<file path="src/rtl/wb_register_file_pkg.sv">
// Processor-wide constants shared by the write-back stage and the control unit.
package wb_register_file_pkg;

  localparam int DATA_W   = 32;
  localparam int ADDR_W   = 4;
  localparam int REG_ZERO = 0;

  // memToReg encodings; the control unit drives these same values
  localparam logic WB_SEL_ALU = 1'b0;
  localparam logic WB_SEL_MEM = 1'b1;

endpackage

</file>
<file path="src/rtl/wb_register_file_reg_read_port.sv">
// One combinational register read port: zero register first, then
// bypass of the in-flight write, then the stored value.
module reg_read_port
  import wb_register_file_pkg::*;
#(
  parameter int DATA_W  = wb_register_file_pkg::DATA_W,
  parameter int ADDR_W  = wb_register_file_pkg::ADDR_W,
  parameter int R0_ZERO = 0
) (
  input  logic [ADDR_W-1:0] addr,
  input  logic [DATA_W-1:0] stored,
  input  logic              wr_en,
  input  logic [ADDR_W-1:0] wr_addr,
  input  logic [DATA_W-1:0] wr_data,
  output logic [DATA_W-1:0] data
);

  localparam logic R0_EN = (R0_ZERO != 0);

  always_comb begin
    data = stored;
    if (R0_EN && (addr == ADDR_W'(REG_ZERO))) begin
      data = '0;
    end else if (wr_en && (addr == wr_addr)) begin
      data = wr_data;
    end
  end

endmodule

</file>
<file path="src/rtl/wb_register_file.sv">
// Write-back stage: selects the write-back value, commits it to the register
// file, serves two bypassed read ports and republishes the write for forwarding.
module wb_register_file
  import wb_register_file_pkg::*;
#(
  parameter int DATA_W  = wb_register_file_pkg::DATA_W,
  parameter int ADDR_W  = wb_register_file_pkg::ADDR_W,
  parameter int R0_ZERO = 0
) (
  input  logic              clock,
  input  logic              reset_n,
  input  logic [DATA_W-1:0] DataOutDataMemory,
  input  logic [DATA_W-1:0] ALUResult,
  input  logic              memToReg,
  input  logic [ADDR_W-1:0] registerFileWrite,
  input  logic              regWrite,
  input  logic [ADDR_W-1:0] readAddrA,
  input  logic [ADDR_W-1:0] readAddrB,
  output logic [DATA_W-1:0] readDataA,
  output logic [DATA_W-1:0] readDataB,
  output logic [DATA_W-1:0] writeBackData,
  output logic              fwdValid,
  output logic [ADDR_W-1:0] fwdAddr,
  output logic [DATA_W-1:0] fwdData
);

  localparam int   DEPTH = 2 ** ADDR_W;
  localparam logic R0_EN = (R0_ZERO != 0);

  logic [DATA_W-1:0] regs [DEPTH];
  logic              commit;

  always_comb begin
    writeBackData = ALUResult;
    case (memToReg)
      WB_SEL_ALU: writeBackData = ALUResult;
      WB_SEL_MEM: writeBackData = DataOutDataMemory;
      default:    writeBackData = ALUResult;
    endcase
  end

  // A write aimed at a hardwired-zero r0 is treated as if regWrite were low
  assign commit = regWrite && !(R0_EN && (registerFileWrite == ADDR_W'(REG_ZERO)));

  always_ff @(posedge clock or negedge reset_n) begin
    if (!reset_n) begin
      for (int i = 0; i < DEPTH; i++) begin
        regs[i] <= '0;
      end
    end else if (commit) begin
      regs[registerFileWrite] <= writeBackData;
    end
  end

  always_ff @(posedge clock or negedge reset_n) begin
    if (!reset_n) begin
      fwdValid <= 1'b0;
      fwdAddr  <= '0;
      fwdData  <= '0;
    end else begin
      fwdValid <= commit;
      fwdAddr  <= registerFileWrite;
      fwdData  <= writeBackData;
    end
  end

  reg_read_port #(
    .DATA_W  (DATA_W),
    .ADDR_W  (ADDR_W),
    .R0_ZERO (R0_ZERO)
  ) u_port_a (
    .addr    (readAddrA),
    .stored  (regs[readAddrA]),
    .wr_en   (regWrite),
    .wr_addr (registerFileWrite),
    .wr_data (writeBackData),
    .data    (readDataA)
  );

  reg_read_port #(
    .DATA_W  (DATA_W),
    .ADDR_W  (ADDR_W),
    .R0_ZERO (R0_ZERO)
  ) u_port_b (
    .addr    (readAddrB),
    .stored  (regs[readAddrB]),
    .wr_en   (regWrite),
    .wr_addr (registerFileWrite),
    .wr_data (writeBackData),
    .data    (readDataB)
  );

endmodule
</file>
<file path="config.mk">
export PLATFORM = sky130hd
export DESIGN_NAME = wb_register_file
export DESIGN_NICKNAME = d
export VERILOG_FILES = /design/src/rtl/wb_register_file_pkg.sv /design/src/rtl/wb_register_file_reg_read_port.sv /design/src/rtl/wb_register_file.sv
export SDC_FILE = /design/constraint.sdc
export NUM_CORES = 1
export LEC_CHECK = 0
export ABC_CLOCK_PERIOD_IN_PS = 4500
export CORE_ASPECT_RATIO = 0.5
export CORE_MARGIN = 5
export CORE_UTILIZATION = 35
export DETAILED_ROUTE_END_ITERATION = 10
export PLACE_DENSITY = 0.62
export SLEW_MARGIN = 20
export SYNTH_ARGS = -nofsm -noshare
export SYNTH_HDL_FRONTEND = slang
export SYNTH_HIERARCHICAL = 1
export SYNTH_SLANG_ARGS = --single-unit
</file>
<file path="constraint.sdc">
create_clock -name clock -period 4.5 [get_ports clock]
set_input_delay 1.35 -clock clock [delete_from_list [all_inputs] [get_ports clock]]
set_output_delay 1.35 -clock clock [all_outputs]
set_load 0.01 [all_outputs]
</file>
==> impl_results.md, run 1 <==
- IO Count: 213
- DR vias: 19000
- CP max stage cell: mux4_2
- Die height: 213 microns
- Internal power: 11600 uW
- Clock share of power: 0.292
- Total CTS buffers: 54
- Crit path DAT: 3.12 ns
- GR Overflow Total: 0
- Crit-path cells: buf_16 > buf_12 > mux4_2 > a22oi_2 > nand2_1 > mux2_4 > buf_2
- Largest net degree at the start of global routing: 96
- Share of cells above drive strength 1: 0.618
- Placed Cells: 3176
- N_diodes: 0
- Share of the synthesized area in the top cell type: 0.475
- Worst Path Buf+Inv: 3
- Post-DP HPWL: 56.8 mm
- FF-to-FF setup slack: 3.69 ns
- Reg power frac: 0.432
- CP Launch Point: readAddrA[0]
- Hold Startpoint: regs[454]
- Max Slew Vio Count: 0
- Final Core Density: 0.450
- CTS tree: done
- Hold depth: 1
- Global-route wire length before repair: 134 mm
- Sw frac: 0.283
- Post-synthesis mux area share: 0.444
- Max Fclk: 224 MHz
- Status: finished, final reports clean
- Critical Path Max Stage Delay: 0.52 ns
- CP Capture Type: output pin
- Synth-to-layout area growth: 27.3%
- WL per Instance: 27.6 microns
- Cells after Synth: 1836
- Syn_nets: 1916
- Xor/xnor cell area share of the yosys netlist: 0.000606
- Clock sinks: 549
- CTS max path bufs: 3
- Post-synthesis compound-gate area fraction: 0.0345
- Iteration count of the initial detailed-routing pass: 7
- Max-slew headroom: 0.400
- Via density: 5.72
- CP startpoint kind: input port
- Number of port buffers: 212
- Peak supply drop: 281 uV
- Vias in the first global route: 19800
- Largest family of logic cells by synthesized area: multiplexers
- Comb power frac: 0.276
- Final worst-path cycle share: 0.994
- Root buf cell: clkbuf_16
- Worst Clk Skew: 0 ns
- # H-tree levels: 2
- WHS: 0.517 ns
- Layout Cells excl Fill: 3314
- Global placer's final weighted congestion: 0.790
- Total core area: 81800 sq um
- Clk_lat worst skew: 0.61 ns
- End of the worst register-to-register path: regs[230]
- Crit path max fanout: 12
- Unique cell type count in the Yosys netlist: 27
- #FFs+latches synth: 549
- Post-synthesis adder-cell area fraction: 0
- Final setup fails: 0
- Worst min path class: register to register
- Slew @ Worst Pin: 0.900 ns
- Initial core utilization: 0.354
- Top delay family on crit path: multiplexers
- Netlist Area Pre-Place: 28900 sq um
- Total track usage: 0.203
- Max_cap viols: 0
- Final Hold Fails: 0
- Nets: 2248
- RSZ-0062 raised after global routing: true
- Cts hold-fix bufs: 0
- Core Rows: 74
- Pwr/cell area: 439 nW/um^2
- CTS clock-pin slew for the worst setup and hold paths: 0.06 ns
- Synth Area in Simple Gates: 0.0168
- P_sw: 4580 uW
- Post-route DRC violation count: 0
- Antenna-violating nets left: 0
- Initial antenna violation count: 1
- Syn Area/Cell: 15.8 sq um
- Final Critical Period: 4.47 ns
- Leading area contributor after synthesis: dfrtp_1
- Chip width: 417 microns
- Final WL: 91.5 mm
- Synthesis Warnings: 6
- Leak pwr: 0.0152 uW
- Top cells by area, synth: dfrtp_1 48%, mux2_2 21%, mux4_2 20%, a22oi_1 3.3%, mux2_4 3.1%
- Crit path required time: 3.15 ns
- WS Path Type: input port to output pin
- Die Area: 88800 sq um
- R2r worst-path depth: 1
- Worst R2R Start: regs[230]
- Register area share after synthesis: 0.475
- Hold-critical path endpoint: regs[454]
- Iter 0 DRT Violations: 1595
- Final Total Pwr: 16100 uW
## power by group through the flow
stage,registers [uW],clock network (uW),logic [uW]
after global placement,6940,0,4330
final,6970,4710,4460
after global routing,7120,5000,4750
after CTS,6940,4800,4480
after floorplan,6750,0,2970
after detailed placement,7020,0,4400
## cell usage after synthesis, drive strengths merged
library cell	number
nand2	66
nor2b	4
or2b	2
buf	87
or3	2
mux2	608
clkbuf	93
a22oi	128
dfrtp	549
nand3	2
inv	6
a222oi	2
xor2	2
nor4	1
nor2	8
and2	2
o2111ai	2
mux4	256
nor3b	2
or4	1
nand2b	5
nand3b	2
nor3	6
## cell usage in the layout, fill, tap and decap left out, types with 4 or more instances in the layout
cell type        instances
nor3_2                   6
a22oi_1                 74
mux4_2                 256
clkbuf_1                 9
nor2b_4                  4
clkdlybuf4s15_2          7
buf_4                  143
buf_12                  74
clkbuf_16               56
buf_2                   48
nand2b_1                 4
mux2_4                  60
nor2_4                   8
inv_1                    6
clkinv_2                13
nand2_1                 51
clkdlybuf4s50_1        133
buf_6                   23
a22oi_2                 54
buf_16                  12
dlygate4sd2_1            4
dfrtp_1                549
mux2_2                 545
nand2_2                 15
clkbuf_8                15
## layout make-up
cell class | count | area, sq um
Clock inverter | 21 | 216
Multi-Input combinational cell | 1101 | 14800
Sequential cell | 549 | 13700
Clock buffer | 79 | 1620
Inverter | 6 | 22.5
Fill cell | 7177 | 44900
Tap cell | 1102 | 1380
Timing Repair Buffer | 456 | 5010
## metrics by stage
stage / area, sq um / setup WS, ns / TNS (ns)
detailed placement: 34100 / -0.649 / -37.24
global route: 36800 / -0.0131 / -0.0131
CTS: 36800 / -0.0659 / -0.0659
floorplan: 28900 / 0.220 / 0
finish: 36800 / 0.0292 / 0
global placement: 34100 / -0.647 / -37.12
## timing repair
action | CTS | global route
endpoints found under the setup margin | 64 | 32
cloned | 11 | 1
pin swaps | 31 | 4
resized for setup | 381 | 12
buffers inserted | 24 | 5
## worst max path at each step
stage,to,slack [ns],cells past startpoint
2_1_floorplan,readDataA[11],0.22,6
3_3_place_gp,readDataA[11],-0.65,7
3_5_place_dp,readDataA[21],-0.65,7
4_1_cts,readDataA[21],-0.07,8
5_1_grt,readDataA[3],-0.01,8
6_report,readDataA[11],0.03,7
## cells by family (layout without fill, tap and decap cells)
logic type      count (synthesis)  after routing
buf+inv                       186            562
flops                         549            549
simple gates                  103            103
xor+xnor                        2              2
compound gates                132            132
mux                           864            864
## metal layers
layer  GRT usage  vias to the layer above  part of all wire
li1            -                     7806                 -
met1       0.280                    10300              0.43
met2       0.327                      658              0.48
met3      0.0401                      172             0.062
met4      0.0636                        2             0.030
met5           0                        -           0.00014
## state kept, by name (all words and copies together) (netlist names)
signal	cells
fwdAddr	4
fwdData	32
fwdValid	1
regs	512
(Power assumes the default switching activity.)
==> inputs of run 2 (changes only) <==
Settings changed: CORE_ASPECT_RATIO 0.5 to 1.1, CTS_CLUSTER_SIZE set to 20.
==> run 2 against run 1 <==
The run now ends with negative setup slack left. Wire length grew 3.3%. Clock skew is the same. Final area grew 0.32%. Combinational power is essentially flat. First-iteration DRC count shrank 6.6%. Clock power grew 11%. Core utilization grew 0.071 points. Worst hold slack gained 0.0055 ns. Maximum frequency shrank 3.2%. Die area shrank 0.39%. Via count grew 1.1%.
==> impl_results.md, run 2 (synthesis gave the netlist of run 1 again) <==
- Failing checks: negative setup slack
- Synth-to-layout area growth: 27.7%
- Crit-path cells: clkbuf_16 > buf_12 > a222oi_1 > nor3b_4 > buf_12 > buf_12 > buf_16 > mux2_4 > buf_6
- Clk_lat worst skew: 0.64 ns (+0.03 ns)
- Placed Cells: 3122 (-1.7%)
- Core Rows: 110 (+49%)
- RSZ-0062 raised after global routing: true
- Final Hold Fails: 0 (unchanged)
- Most frequent CP cell: buf_12
- Final setup fails: 41 (+41)
- Worst min path class: register to register
- Vias in the first global route: 20700 (+4.2%)
- Total track usage: 0.209 (+0.00630)
- Area after DPL: 33900 sq um (-0.72%)
- Commonest non-fill, non-tap cell in the layout: dfrtp_1
- GR Overflow Total: 0 (unchanged)
- Met1 Usage GRT: 0.289 (+0.00933)
- Layout Cells excl Fill: 3275 (-1.2%)
- Max_cap viols: 0 (unchanged)
- Largest net degree at the start of global routing: 97 (+1.0%)
- Nets: 2242 (-0.27%)
- Initial core utilization: 0.353 (-0.000584)
- Peak supply drop: 346 uV (+23%)
- Final instance area: 36900 sq um (+0.32%)
- Max-slew headroom: 0.465 (+0.0649)
- Via density: 5.85 (+2.3%)
- Setup TNS: -2.56 ns (-2.56 ns)
- # H-tree levels: 2 (unchanged)
- CTS tree: done
- Global placer's final weighted congestion: 0.826 (+4.5%)
- Top flop regs: regs x512, fwdData x32, fwdAddr x4
- CTS max path bufs: 3 (unchanged)
- WL per Instance: 28.8 microns (+4.5%)
- Post-DP HPWL: 58.3 mm (+2.6%)
- Final WL: 94.5 mm (+3.3%)
- Die Area: 88500 sq um (-0.39%)
- Crit path max fanout: 8 (-4)
- Number of flip-flops in the largest register: 512 (unchanged)
- Status: complete, but fails checks
- Pwr/cell area: 453 nW/um^2 (+3.3%)
- WS Path Type: input port to output pin
- Final Critical Period: 4.62 ns (+0.148 ns)
- Crit path DAT: 3.27 ns (+0.15 ns)
- Critical Path Max Stage Delay: 0.36 ns (-0.16 ns)
- Iteration count of the initial detailed-routing pass: 5 (-2)
- Total CTS buffers: 61 (+13%)
- Number of port buffers: 212 (unchanged)
- Top Usage Layer GRT: met2
- Iter 0 DRT Violations: 1490 (-6.6%)
- Final WS setup: -0.118 ns (-0.148 ns)
- Global-route wire length before repair: 140 mm (+4.3%)
- IO Count: 213 (unchanged)
- Max Slew Vio Count: 0 (unchanged)
- Worst Clk Skew: 0 ns (unchanged)
- Biggest register: regs
- Total core area: 81900 sq um (+0.17%)
- Root buf cell: clkbuf_16
- Chip width: 284 microns (-32%)
- Final Core Density: 0.451 (+0.000708)
- Leak pwr: 0.0153 uW (+0.70%)
- Most frequent cells in the layout: 549 x dfrtp_1, 543 x mux2_2, 256 x mux4_2
- Clock sinks: 549 (unchanged)
- Initial antenna violation count: 2 (+1)
- Max Fclk: 217 MHz (-3.2%)
- GR met2 Demand/Resource: 0.340 (+0.0126)
- Crit path required time: 3.15 ns (about the same)
- N_diodes: 0 (unchanged)
- CP Capture Type: output pin
- Antenna-violating nets left: 0 (unchanged)
- Final worst-path cycle share: 1.03 (+0.0328)
- Post-route DRC violation count: 0 (unchanged)
- GR Util met3: 0.0395 (-0.000648)
- CP startpoint kind: input port
- Share of cells above drive strength 1: 0.596 (-0.0223)
- Slew @ Worst Pin: 0.803 ns (-0.0973 ns)
- CTS clock-pin slew for the worst setup and hold paths: 0.06 ns (about the same)
- CP max stage cell: a222oi_1
- DR vias: 19200 (+1.1%)
- Die height: 311 microns (+46%)
- Final Total Pwr: 16700 uW (+3.7%)
-- run 2: changes by cell type in the layout (fill, tap and decap cells not counted), sizes merged --
cell	change
bufbuf	-1
clkbuf	+14
clkinvlp	+4
bufinv	+5
clkinv	-4
dlymetal6s2s	-1
buf	-9
clkdlybuf4s15	-9
-- run 2: layout make-up --
| cell class | count | area, sq um |
|---|---|---|
| Clock buffer | 86 | 1720 |
| Clock inverter | 26 | 370 |
| Fill cell | 7060 | 45000 |
| Inverter | 6 | 22.5 |
| Multi-Input combinational cell | 1101 | 14600 |
| Sequential cell | 549 | 13700 |
| Tap cell | 1064 | 1330 |
| Timing Repair Buffer | 443 | 5130 |
-- run 2: report_power, final --
group | switching, uW | internal [uW]
Combinational | 1680 | 2820
Clock | 2130 | 3120
Sequential | 857 | 6130
Total | 4670 | 12100
-- run 2: metal layers --
metal	up-vias	wire length (microns)
li1	7822	-
met1	10500	40400
met2	703	45400
met3	146	5970
met4	2	2760
met5	-	12
-- run 2: final timing paths --
kind | from | end | slack (ns) | cells after the start
worst max-delay path | readAddrB[0] | readDataB[18] | -0.12 | 9
worst min-delay path | regs[230] | regs[230] | 0.52 | 1
worst max register to register | regs[61] | regs[61] | 3.69 | 1
worst min register to register | regs[230] | regs[230] | 0.52 | 1
max in group asynchronous | reset_n | regs[217] | 2.67 | 2
min in group asynchronous | reset_n | regs[34] | 0.75 | 1
-- run 2: timing repair --
action / CTS / global route
hold buffers: 0 / 0
gates cloned: 14 / 0
pin swaps: 13 / 7
setup buffers: 19 / 11
endpoints found under the hold margin: 0 / 0
endpoints found under the setup margin: 64 / 64
gates resized for setup: 343 / 61
-- run 2: critical path: cells and delay by family --
kind            cells  cell delay, ns
buf+inv             6            0.90
mux                 1            0.32
compound gates      1            0.36
simple gates        1            0.30
-- run 2: per-stage QoR --
stage	worst slack (ns)	hold WS [ns]
final	-0.118	0.523
after global placement	-0.741	0.495
after global routing	-0.0823	0.537
after floorplan	0.220	0.477
after detailed placement	-0.742	0.509
after CTS	-0.0157	0.523
